--- config.mk ---
export PLATFORM = sky130hd
export DESIGN_NAME = result_mem_arbiter_flat
export DESIGN_NICKNAME = d
export VERILOG_FILES = /design/src/rtl/result_mem_arbiter_pkg.sv /design/src/rtl/result_mem_arbiter_if.sv /design/src/rtl/result_mem_arbiter_rr_arb2.sv /design/src/rtl/result_mem_arbiter.sv /design/src/flat_wrapper.sv
export SDC_FILE = /design/constraint.sdc
export NUM_CORES = 1
export LEC_CHECK = 0
export ABC_AREA = 0
export BUFFER_PORTS_ARGS = -buffer_cell sky130_fd_sc_hd__buf_2
export CELL_PAD_IN_SITES_DETAIL_PLACEMENT = 0
export CELL_PAD_IN_SITES_GLOBAL_PLACEMENT = 1
export CORE_UTILIZATION = 30
export CTS_BUF_LIST = sky130_fd_sc_hd__clkbuf_8
export DETAILED_ROUTE_END_ITERATION = 12
export GPL_ROUTABILITY_DRIVEN = 1
export GPL_TIMING_DRIVEN = 1
export PLACE_DENSITY = 0.87
export REMOVE_ABC_BUFFERS = 1
export SETUP_SLACK_MARGIN = 0.4
export SLEW_MARGIN = 20
export SYNTH_ARGS = -nofsm -noshare
export SYNTH_HDL_FRONTEND = slang
export SYNTH_HIERARCHICAL = 1
export SYNTH_SLANG_ARGS = --single-unit
export TNS_END_PERCENT = 10
--- constraint.sdc ---
create_clock -name clk -period 1.9 [get_ports clk]
set_input_delay 0.38 -clock clk [delete_from_list [all_inputs] [get_ports clk]]
set_output_delay 0.38 -clock clk [all_outputs]
set_load 0.01 [all_outputs]
--- src/rtl/result_mem_arbiter_pkg.sv ---
// Shared definitions for the result-memory arbiter: geometry, issue-stage
// state encoding and the debug view exported by the top.
package result_mem_pkg;

  localparam int ADDR_WIDTH_4MEM = 14;
  localparam int DATA_WIDTH      = 32;
  localparam int BANK_SEL_W      = 2;

  // Requester slots used on the two-way arbiter.
  localparam int REQ_WR = 0;
  localparam int REQ_RD = 1;

  // Issue-stage state equals the access currently driven on the memory.
  typedef enum logic [1:0] {
    ST_IDLE  = 2'd0,
    ST_WRITE = 2'd1,
    ST_READ  = 2'd2
  } issue_state_e;

  // Debug view: FSM state, round-robin history, bank of the driven address
  // and the read-valid pipeline contents.
  typedef struct packed {
    issue_state_e           state;
    logic                   last_rd;
    logic [BANK_SEL_W-1:0]  bank;
    logic [1:0]             rd_pipe;
  } dbg_t;

endpackage

--- src/rtl/result_mem_arbiter_if.sv ---
// Bundle of the writer, host and memory-side signals of the arbiter.
//
// Handshake: wr_req/rd_req are raised with their address (and data) and held
// stable until the matching one-cycle wr_gnt/rd_gnt pulse; the request is
// accepted in the cycle the grant is high. rd_valid qualifies rd_data for a
// single cycle, two cycles after rd_gnt. There is no back-pressure on rd_valid.
interface result_mem_if #(
  parameter int ADDR_WIDTH_4MEM = result_mem_pkg::ADDR_WIDTH_4MEM,
  parameter int DATA_WIDTH      = result_mem_pkg::DATA_WIDTH
);

  logic                       wr_req;
  logic [ADDR_WIDTH_4MEM-1:0] wr_addr;
  logic [DATA_WIDTH-1:0]      wr_data;
  logic                       wr_gnt;

  logic                       rd_req;
  logic [ADDR_WIDTH_4MEM-1:0] rd_addr;
  logic                       rd_gnt;
  logic [DATA_WIDTH-1:0]      rd_data;
  logic                       rd_valid;

  logic                       host_mode;

  logic [ADDR_WIDTH_4MEM-1:0] mem_addr;
  logic [DATA_WIDTH-1:0]      mem_wdata;
  logic                       mem_wen;
  logic                       mem_cen_sel;
  logic                       mem_addr_sel;
  logic [DATA_WIDTH-1:0]      mem_q;

  // Arbiter side.
  modport slave (
    input  wr_req, wr_addr, wr_data, rd_req, rd_addr, host_mode, mem_q,
    output wr_gnt, rd_gnt, rd_data, rd_valid,
           mem_addr, mem_wdata, mem_wen, mem_cen_sel, mem_addr_sel
  );

  // Requesters and bank controller side.
  modport master (
    output wr_req, wr_addr, wr_data, rd_req, rd_addr, host_mode, mem_q,
    input  wr_gnt, rd_gnt, rd_data, rd_valid,
           mem_addr, mem_wdata, mem_wen, mem_cen_sel, mem_addr_sel
  );

endinterface

--- src/rtl/result_mem_arbiter_rr_arb2.sv ---
// Two-way round-robin arbiter. A lone requester wins immediately; on a tie the
// requester that did not win last time wins. History moves only on a grant.
module rr_arb2 (
  input  logic       clk,
  input  logic       rst_n,
  input  logic [1:0] req,
  input  logic       upd,
  output logic [1:0] gnt,
  output logic       last_rd
);

  // 1 when slot 1 (read) won the most recent grant; reset gives slot 0 the first tie.
  logic r_last_rd;

  // Grant: slot 0 wins unless slot 1 also asks and slot 0 won last time.
  always_comb begin
    gnt    = 2'b00;
    gnt[0] = req[0] & (~req[1] | r_last_rd);
    gnt[1] = req[1] & (~req[0] | ~r_last_rd);
  end

  // History update, only on a cycle that actually grants.
  always_ff @(posedge clk or negedge rst_n) begin
    if (!rst_n) begin
      r_last_rd <= 1'b1;
    end else if (upd) begin
      r_last_rd <= gnt[1];
    end
  end

  assign last_rd = r_last_rd;

endmodule

--- src/rtl/result_mem_arbiter.sv ---
// Arbitrates the pipeline writer and the host reader onto a single
// four-bank result memory. Grants are combinational; the granted access is
// registered onto the memory bus the next cycle, and read data returns two
// cycles after the grant.
module result_mem_arbiter #(
  parameter int ADDR_WIDTH_4MEM = result_mem_pkg::ADDR_WIDTH_4MEM,
  parameter int DATA_WIDTH      = result_mem_pkg::DATA_WIDTH
) (
  input  logic                clk,
  input  logic                rst_n,
  result_mem_if.slave         bus,
  output result_mem_pkg::dbg_t o_dbg
);

  import result_mem_pkg::*;

  // Arbitration
  logic [1:0]                 w_req;
  logic [1:0]                 w_gnt;
  logic                       w_upd;
  logic                       w_last_rd;

  // Issue-stage FSM
  issue_state_e               r_state;
  issue_state_e               w_state_nxt;
  logic                       w_mem_wen;
  logic                       w_mem_cen_sel;

  // Memory-side registers
  logic [ADDR_WIDTH_4MEM-1:0] r_mem_addr;
  logic [DATA_WIDTH-1:0]      r_mem_wdata;
  logic                       r_addr_sel;
  logic [1:0]                 r_rd_pipe;

  // Eligibility: host mode fences the writer; nothing is granted in reset.
  always_comb begin
    w_req         = 2'b00;
    w_req[REQ_WR] = bus.wr_req & ~bus.host_mode & rst_n;
    w_req[REQ_RD] = bus.rd_req & rst_n;
  end

  assign w_upd = |w_gnt;

  rr_arb2 u_arb (
    .clk     (clk),
    .rst_n   (rst_n),
    .req     (w_req),
    .upd     (w_upd),
    .gnt     (w_gnt),
    .last_rd (w_last_rd)
  );

  assign bus.wr_gnt = w_gnt[REQ_WR];
  assign bus.rd_gnt = w_gnt[REQ_RD];

  // FSM state register: holds the access being driven on the memory.
  always_ff @(posedge clk or negedge rst_n) begin
    if (!rst_n) begin
      r_state <= ST_IDLE;
    end else begin
      r_state <= w_state_nxt;
    end
  end

  // FSM next state: set purely by this cycle's grant.
  always_comb begin
    w_state_nxt = ST_IDLE;
    if (w_gnt[REQ_WR]) begin
      w_state_nxt = ST_WRITE;
    end else if (w_gnt[REQ_RD]) begin
      w_state_nxt = ST_READ;
    end
  end

  // FSM outputs: chip-enable for any access, write-enable only for writes.
  always_comb begin
    w_mem_wen     = 1'b0;
    w_mem_cen_sel = 1'b0;
    case (r_state)
      ST_WRITE: begin
        w_mem_wen     = 1'b1;
        w_mem_cen_sel = 1'b1;
      end
      ST_READ: begin
        w_mem_cen_sel = 1'b1;
      end
      default: begin
        w_mem_wen     = 1'b0;
        w_mem_cen_sel = 1'b0;
      end
    endcase
  end

  // Address/data capture on a grant; both hold when nothing is granted.
  // Write data is only reloaded by writes, so a read leaves it untouched.
  always_ff @(posedge clk or negedge rst_n) begin
    if (!rst_n) begin
      r_mem_addr  <= '0;
      r_mem_wdata <= '0;
    end else if (w_gnt[REQ_WR]) begin
      r_mem_addr  <= bus.wr_addr;
      r_mem_wdata <= bus.wr_data;
    end else if (w_gnt[REQ_RD]) begin
      r_mem_addr  <= bus.rd_addr;
    end
  end

  // Ownership flag follows host_mode, but never switches under a live write.
  always_ff @(posedge clk or negedge rst_n) begin
    if (!rst_n) begin
      r_addr_sel <= 1'b1;
    end else if (r_state != ST_WRITE) begin
      r_addr_sel <= ~bus.host_mode;
    end
  end

  // Read-valid pipeline: stage 0 is the address cycle, stage 1 the data cycle.
  always_ff @(posedge clk or negedge rst_n) begin
    if (!rst_n) begin
      r_rd_pipe <= 2'b00;
    end else begin
      r_rd_pipe <= {r_rd_pipe[0], w_gnt[REQ_RD]};
    end
  end

  assign bus.mem_addr     = r_mem_addr;
  assign bus.mem_wdata    = r_mem_wdata;
  assign bus.mem_wen      = w_mem_wen;
  assign bus.mem_cen_sel  = w_mem_cen_sel;
  assign bus.mem_addr_sel = r_addr_sel;
  assign bus.rd_valid     = r_rd_pipe[1];
  assign bus.rd_data      = bus.mem_q;

  // Debug view of internal state.
  always_comb begin
    o_dbg         = '0;
    o_dbg.state   = r_state;
    o_dbg.last_rd = w_last_rd;
    o_dbg.bank    = r_mem_addr[ADDR_WIDTH_4MEM-1 -: BANK_SEL_W];
    o_dbg.rd_pipe = r_rd_pipe;
  end

endmodule

--- src/flat_wrapper.sv ---
// flat-port wrapper written by rule: the top's interface ports become plain ports
module result_mem_arbiter_flat import result_mem_pkg::*;
#(
  parameter int ADDR_WIDTH_4MEM = result_mem_pkg::ADDR_WIDTH_4MEM,
  parameter int DATA_WIDTH      = result_mem_pkg::DATA_WIDTH
)
  (clk, rst_n, o_dbg, bus_wr_req, bus_wr_addr, bus_wr_data, bus_rd_req, bus_rd_addr, bus_host_mode, bus_mem_q, bus_wr_gnt, bus_rd_gnt, bus_rd_data, bus_rd_valid, bus_mem_addr, bus_mem_wdata, bus_mem_wen, bus_mem_cen_sel, bus_mem_addr_sel);
  result_mem_if #(.ADDR_WIDTH_4MEM(ADDR_WIDTH_4MEM), .DATA_WIDTH(DATA_WIDTH)) bus_i ();
  input  logic clk;
  input  logic rst_n;
  output result_mem_pkg::dbg_t o_dbg;
  input wire logic [$bits(bus_i.wr_req)-1:0] bus_wr_req;
  input wire logic [$bits(bus_i.wr_addr)-1:0] bus_wr_addr;
  input wire logic [$bits(bus_i.wr_data)-1:0] bus_wr_data;
  input wire logic [$bits(bus_i.rd_req)-1:0] bus_rd_req;
  input wire logic [$bits(bus_i.rd_addr)-1:0] bus_rd_addr;
  input wire logic [$bits(bus_i.host_mode)-1:0] bus_host_mode;
  input wire logic [$bits(bus_i.mem_q)-1:0] bus_mem_q;
  output wire logic [$bits(bus_i.wr_gnt)-1:0] bus_wr_gnt;
  output wire logic [$bits(bus_i.rd_gnt)-1:0] bus_rd_gnt;
  output wire logic [$bits(bus_i.rd_data)-1:0] bus_rd_data;
  output wire logic [$bits(bus_i.rd_valid)-1:0] bus_rd_valid;
  output wire logic [$bits(bus_i.mem_addr)-1:0] bus_mem_addr;
  output wire logic [$bits(bus_i.mem_wdata)-1:0] bus_mem_wdata;
  output wire logic [$bits(bus_i.mem_wen)-1:0] bus_mem_wen;
  output wire logic [$bits(bus_i.mem_cen_sel)-1:0] bus_mem_cen_sel;
  output wire logic [$bits(bus_i.mem_addr_sel)-1:0] bus_mem_addr_sel;
  assign bus_i.wr_req = bus_wr_req;
  assign bus_i.wr_addr = bus_wr_addr;
  assign bus_i.wr_data = bus_wr_data;
  assign bus_i.rd_req = bus_rd_req;
  assign bus_i.rd_addr = bus_rd_addr;
  assign bus_i.host_mode = bus_host_mode;
  assign bus_i.mem_q = bus_mem_q;
  assign bus_wr_gnt = bus_i.wr_gnt;
  assign bus_rd_gnt = bus_i.rd_gnt;
  assign bus_rd_data = bus_i.rd_data;
  assign bus_rd_valid = bus_i.rd_valid;
  assign bus_mem_addr = bus_i.mem_addr;
  assign bus_mem_wdata = bus_i.mem_wdata;
  assign bus_mem_wen = bus_i.mem_wen;
  assign bus_mem_cen_sel = bus_i.mem_cen_sel;
  assign bus_mem_addr_sel = bus_i.mem_addr_sel;
  result_mem_arbiter #(.ADDR_WIDTH_4MEM(ADDR_WIDTH_4MEM), .DATA_WIDTH(DATA_WIDTH)) u_core (.clk(clk), .rst_n(rst_n), .bus(bus_i), .o_dbg(o_dbg));
endmodule
==> run summary <==
I/O pin count: 188
GPL Wtd Cong: 0.663
Number of global-route vias before repair: 1685
Worst-margin pin slew: 0.633 ns
Crit Path Max Fanout: 2
Slowest CP cell: dfstp_2
Die area: 8800 sq um
Area Overhead vs Synth: 23.8%
Residual DRC count: 0
Min Tclk post-route: 1.65 ns
Starting Density: 0.309
Hold buffers post-CTS: 0
Slew Limit Fails: 0
Vias/cell: 4.30
Final #Nets: 379
Clock Power Share: 0.224
R2R Setup Slk: 0.28 ns
H-Tree Depth: 2
Min-Delay Path Class: in -> async
Setup crit start kind: flip-flop
Initial antenna violation count: 0
Worst Path Buf+Inv: 3
Mapped Area: 2530 sq um
Final setup skew: 0.00665 ns
Worst Path Arrival: 1.27 ns
Core box area: 8180 sq um
Clock-pin transition on the worst setup and hold timing paths: 0.09 ns
Num CTS Buffers: 5
Total wire length: 6150 um
Clock Tree Buf Depth: 2
Global-route wire length before repair: 9000 um
Pleak: 0.00160 uW
#FFs+latches synth: 52
Max Freq: 607 MHz
Total number of vias: 1660
Die X-Extent: 93.8 um
DRT iter0 DRCs: 24
Filler instances: 810
Flop pwr share: 0.494
Psw: 825 uW
CTS tree: yes
Dpl hpwl: 4500 um
Share of cells above drive strength 1: 0.633
Pin count of the biggest net entering global routing: 52
Synth cell types: 21
Final hold vios: 0
Sw Ratio: 0.284
Post-route ant nets: 0
Die Y: 93.8 um
RSZ-0062 raised after global routing: true
Setup TNS: 0 ns
Peak supply drop: 352 uV
Setup violators final: 0
Status: complete, no violations
PD cells: 929 nW/um^2
Final worst path period share: 0.867
Post-synthesis cell count: 185
Slowest stage delay, CP: 0.54 ns
Port buffer count: 123
Worst Path Required: 1.52 ns
Internal power: 2080 uW
Syn_area_per_cell: 13.7 sq um
MaxCap Viol Count: 0
Setup Crit Path Kind: reg -> out
Detailed Routing Iterations Pass 1: 2
Num rows: 33
DP Cell Count: 374
Crit end category: primary output
Delay-heaviest family, CP: flip-flops
Overflow after GRT: 0
Number of diodes: 0
Gate power share: 0.281
CP Cell Sequence: inv_2 > a21boi_4 > buf_12 > buf_6
Routed WL per cell: 15.9 um
Post-synthesis sequential area ratio: 0.516
Clock Latency Late Sink: 0.30 ns
Clk sinks: 52
Root Driver: clkbuf_8
Total track usage: 0.141
Slew HR: 0.578
Final Non-Filler Cells: 386
Ys Warns: 6
[layout by cell type, fill, tap and decap left out, types with 2 or more instances in the layout]
cell | Yosys | final
ha_1 | 2 | 2
mux2i_1 | 14 | 14
buf_12 | 3 | 2
dfrtp_1 | 50 | 50
mux2_2 | 2 | 2
mux2_4 | 31 | 31
clkbuf_8 | 0 | 6
buf_2 | 3 | 122
inv_1 | 3 | 3
buf_4 | 36 | 7
nand2_1 | 15 | 15
o21ai_1 | 8 | 8
dfstp_2 | 2 | 2
o21ai_0 | 7 | 7
[layout make-up]
cell class                 count  area, sq um  share of cell area
multi-input combinational     85          842               0.269
clock buffer                   6         82.6              0.0264
inverter                       3         11.3             0.00360
timing repair buffer         133          747               0.239
clock inverter                 2         11.3             0.00360
sequential                    52         1300               0.417
tap                          105          131              0.0420
[final timing paths]
kind / depth (start not counted) / endpoint / start
worst max-delay path: 4 / bus_wr_gnt / u_core/u_arb/last_rd
worst min-delay path: 1 / u_core/bus.mem_addr_sel / rst_n
worst max register to register: 5 / u_core/bus.mem_wdata[10] / u_core/u_arb/last_rd
worst min register to register: 0 / u_core/r_rd_pipe[1] / u_core/r_rd_pipe[0]
max in group asynchronous: 2 / u_core/bus.mem_wdata[19] / rst_n
min in group clk: 2 / u_core/bus.mem_addr_sel / bus_host_mode
[through the flow]
stage          cell area [sq um]  power (uW)  setup WS, ns  hold slack [ns]  utilization
3_5_place_dp                2970        2270         0.126            0.347        0.364
6_report                    3130        2910         0.253           0.0249        0.383
3_3_place_gp                2970        2250         0.140            0.338        0.364
2_1_floorplan               2150        1910         -4.91           0.0844            -
5_1_grt                     3130        3090         0.196          0.00166        0.383
4_1_cts                     3130        2960         0.233           0.0125        0.383
[power groups by stage]
stage                     sequential [uW]  combinational, uW  clock [uW]
final                                1440                818         653
after global routing                 1470                892         733
after CTS                            1440                831         687
after detailed placement             1450                813           0
after global placement               1450                798           0
after floorplan                      1570                341           0
[flip-flops by register name, summed over array words and instances, names as in the netlist]
register                 count
u_core/u_arb/last_rd         1
u_core/r_rd_pipe             2
u_core/bus.mem_wdata        32
u_core/r_state               2
u_core/bus.mem_addr         14
u_core/bus.mem_addr_sel      1
[worst register-to-register path, cell delays in order (launching register included)]
cell       delay [ns]
dfstp_2          0.54
inv_2            0.04
a21boi_4         0.16
buf_4            0.17
bufbuf_16        0.29
mux2_4           0.30
[cells by family (layout without fill, tap and decap cells)]
group / Yosys count / count (layout) / share of synthesized area
DFF: 52 / 52 / 0.516
muxes: 47 / 47 / 0.248
buffers and inverters: 48 / 144 / 0.156
AOI/OAI and AO/OA: 17 / 17 / 0.0371
adders and majority gates: 2 / 2 / 0.00989
and+or+nand+nor: 19 / 19 / 0.0332
[cells in the mapped netlist]
cell type,instances,share of area
nor2b_1,1,0.0025
ha_1,2,0.0099
buf_6,2,0.0089
and3b_1,1,0.0035
buf_2,3,0.0059
buf_4,36,0.11
buf_12,3,0.024
dfrtp_1,50,0.49
a21boi_2,1,0.0045
mux2_4,31,0.18
mux2i_1,14,0.055
and2_1,1,0.0025
o21ai_1,8,0.016
o21ai_0,7,0.014
buf_8,1,0.0059
mux2_2,2,0.0089
or2_1,1,0.0025
inv_1,3,0.0045
a21boi_0,1,0.0030
nand2_1,15,0.022
dfstp_2,2,0.021
[per-layer routing]
| metal | GRT usage | routed length, um | vias to the layer above |
|---|---|---|---|
| met5 | 0.0321 | 0 | - |
| met4 | 0.0308 | 48 | 0 |
| met3 | 0.0979 | 879 | 5 |
| met2 | 0.172 | 2250 | 120 |
| met1 | 0.195 | 2960 | 766 |
| li1 | - | - | 769 |
[what timing repair did]
item | in CTS | in global routing
resized for setup | 2 | 0
setup endpoints to repair | 39 | 45
gates cloned | 1 | 0
setup buffers | 3 | 0
pin swaps | 1 | 0
(Power assumes the default switching activity.)
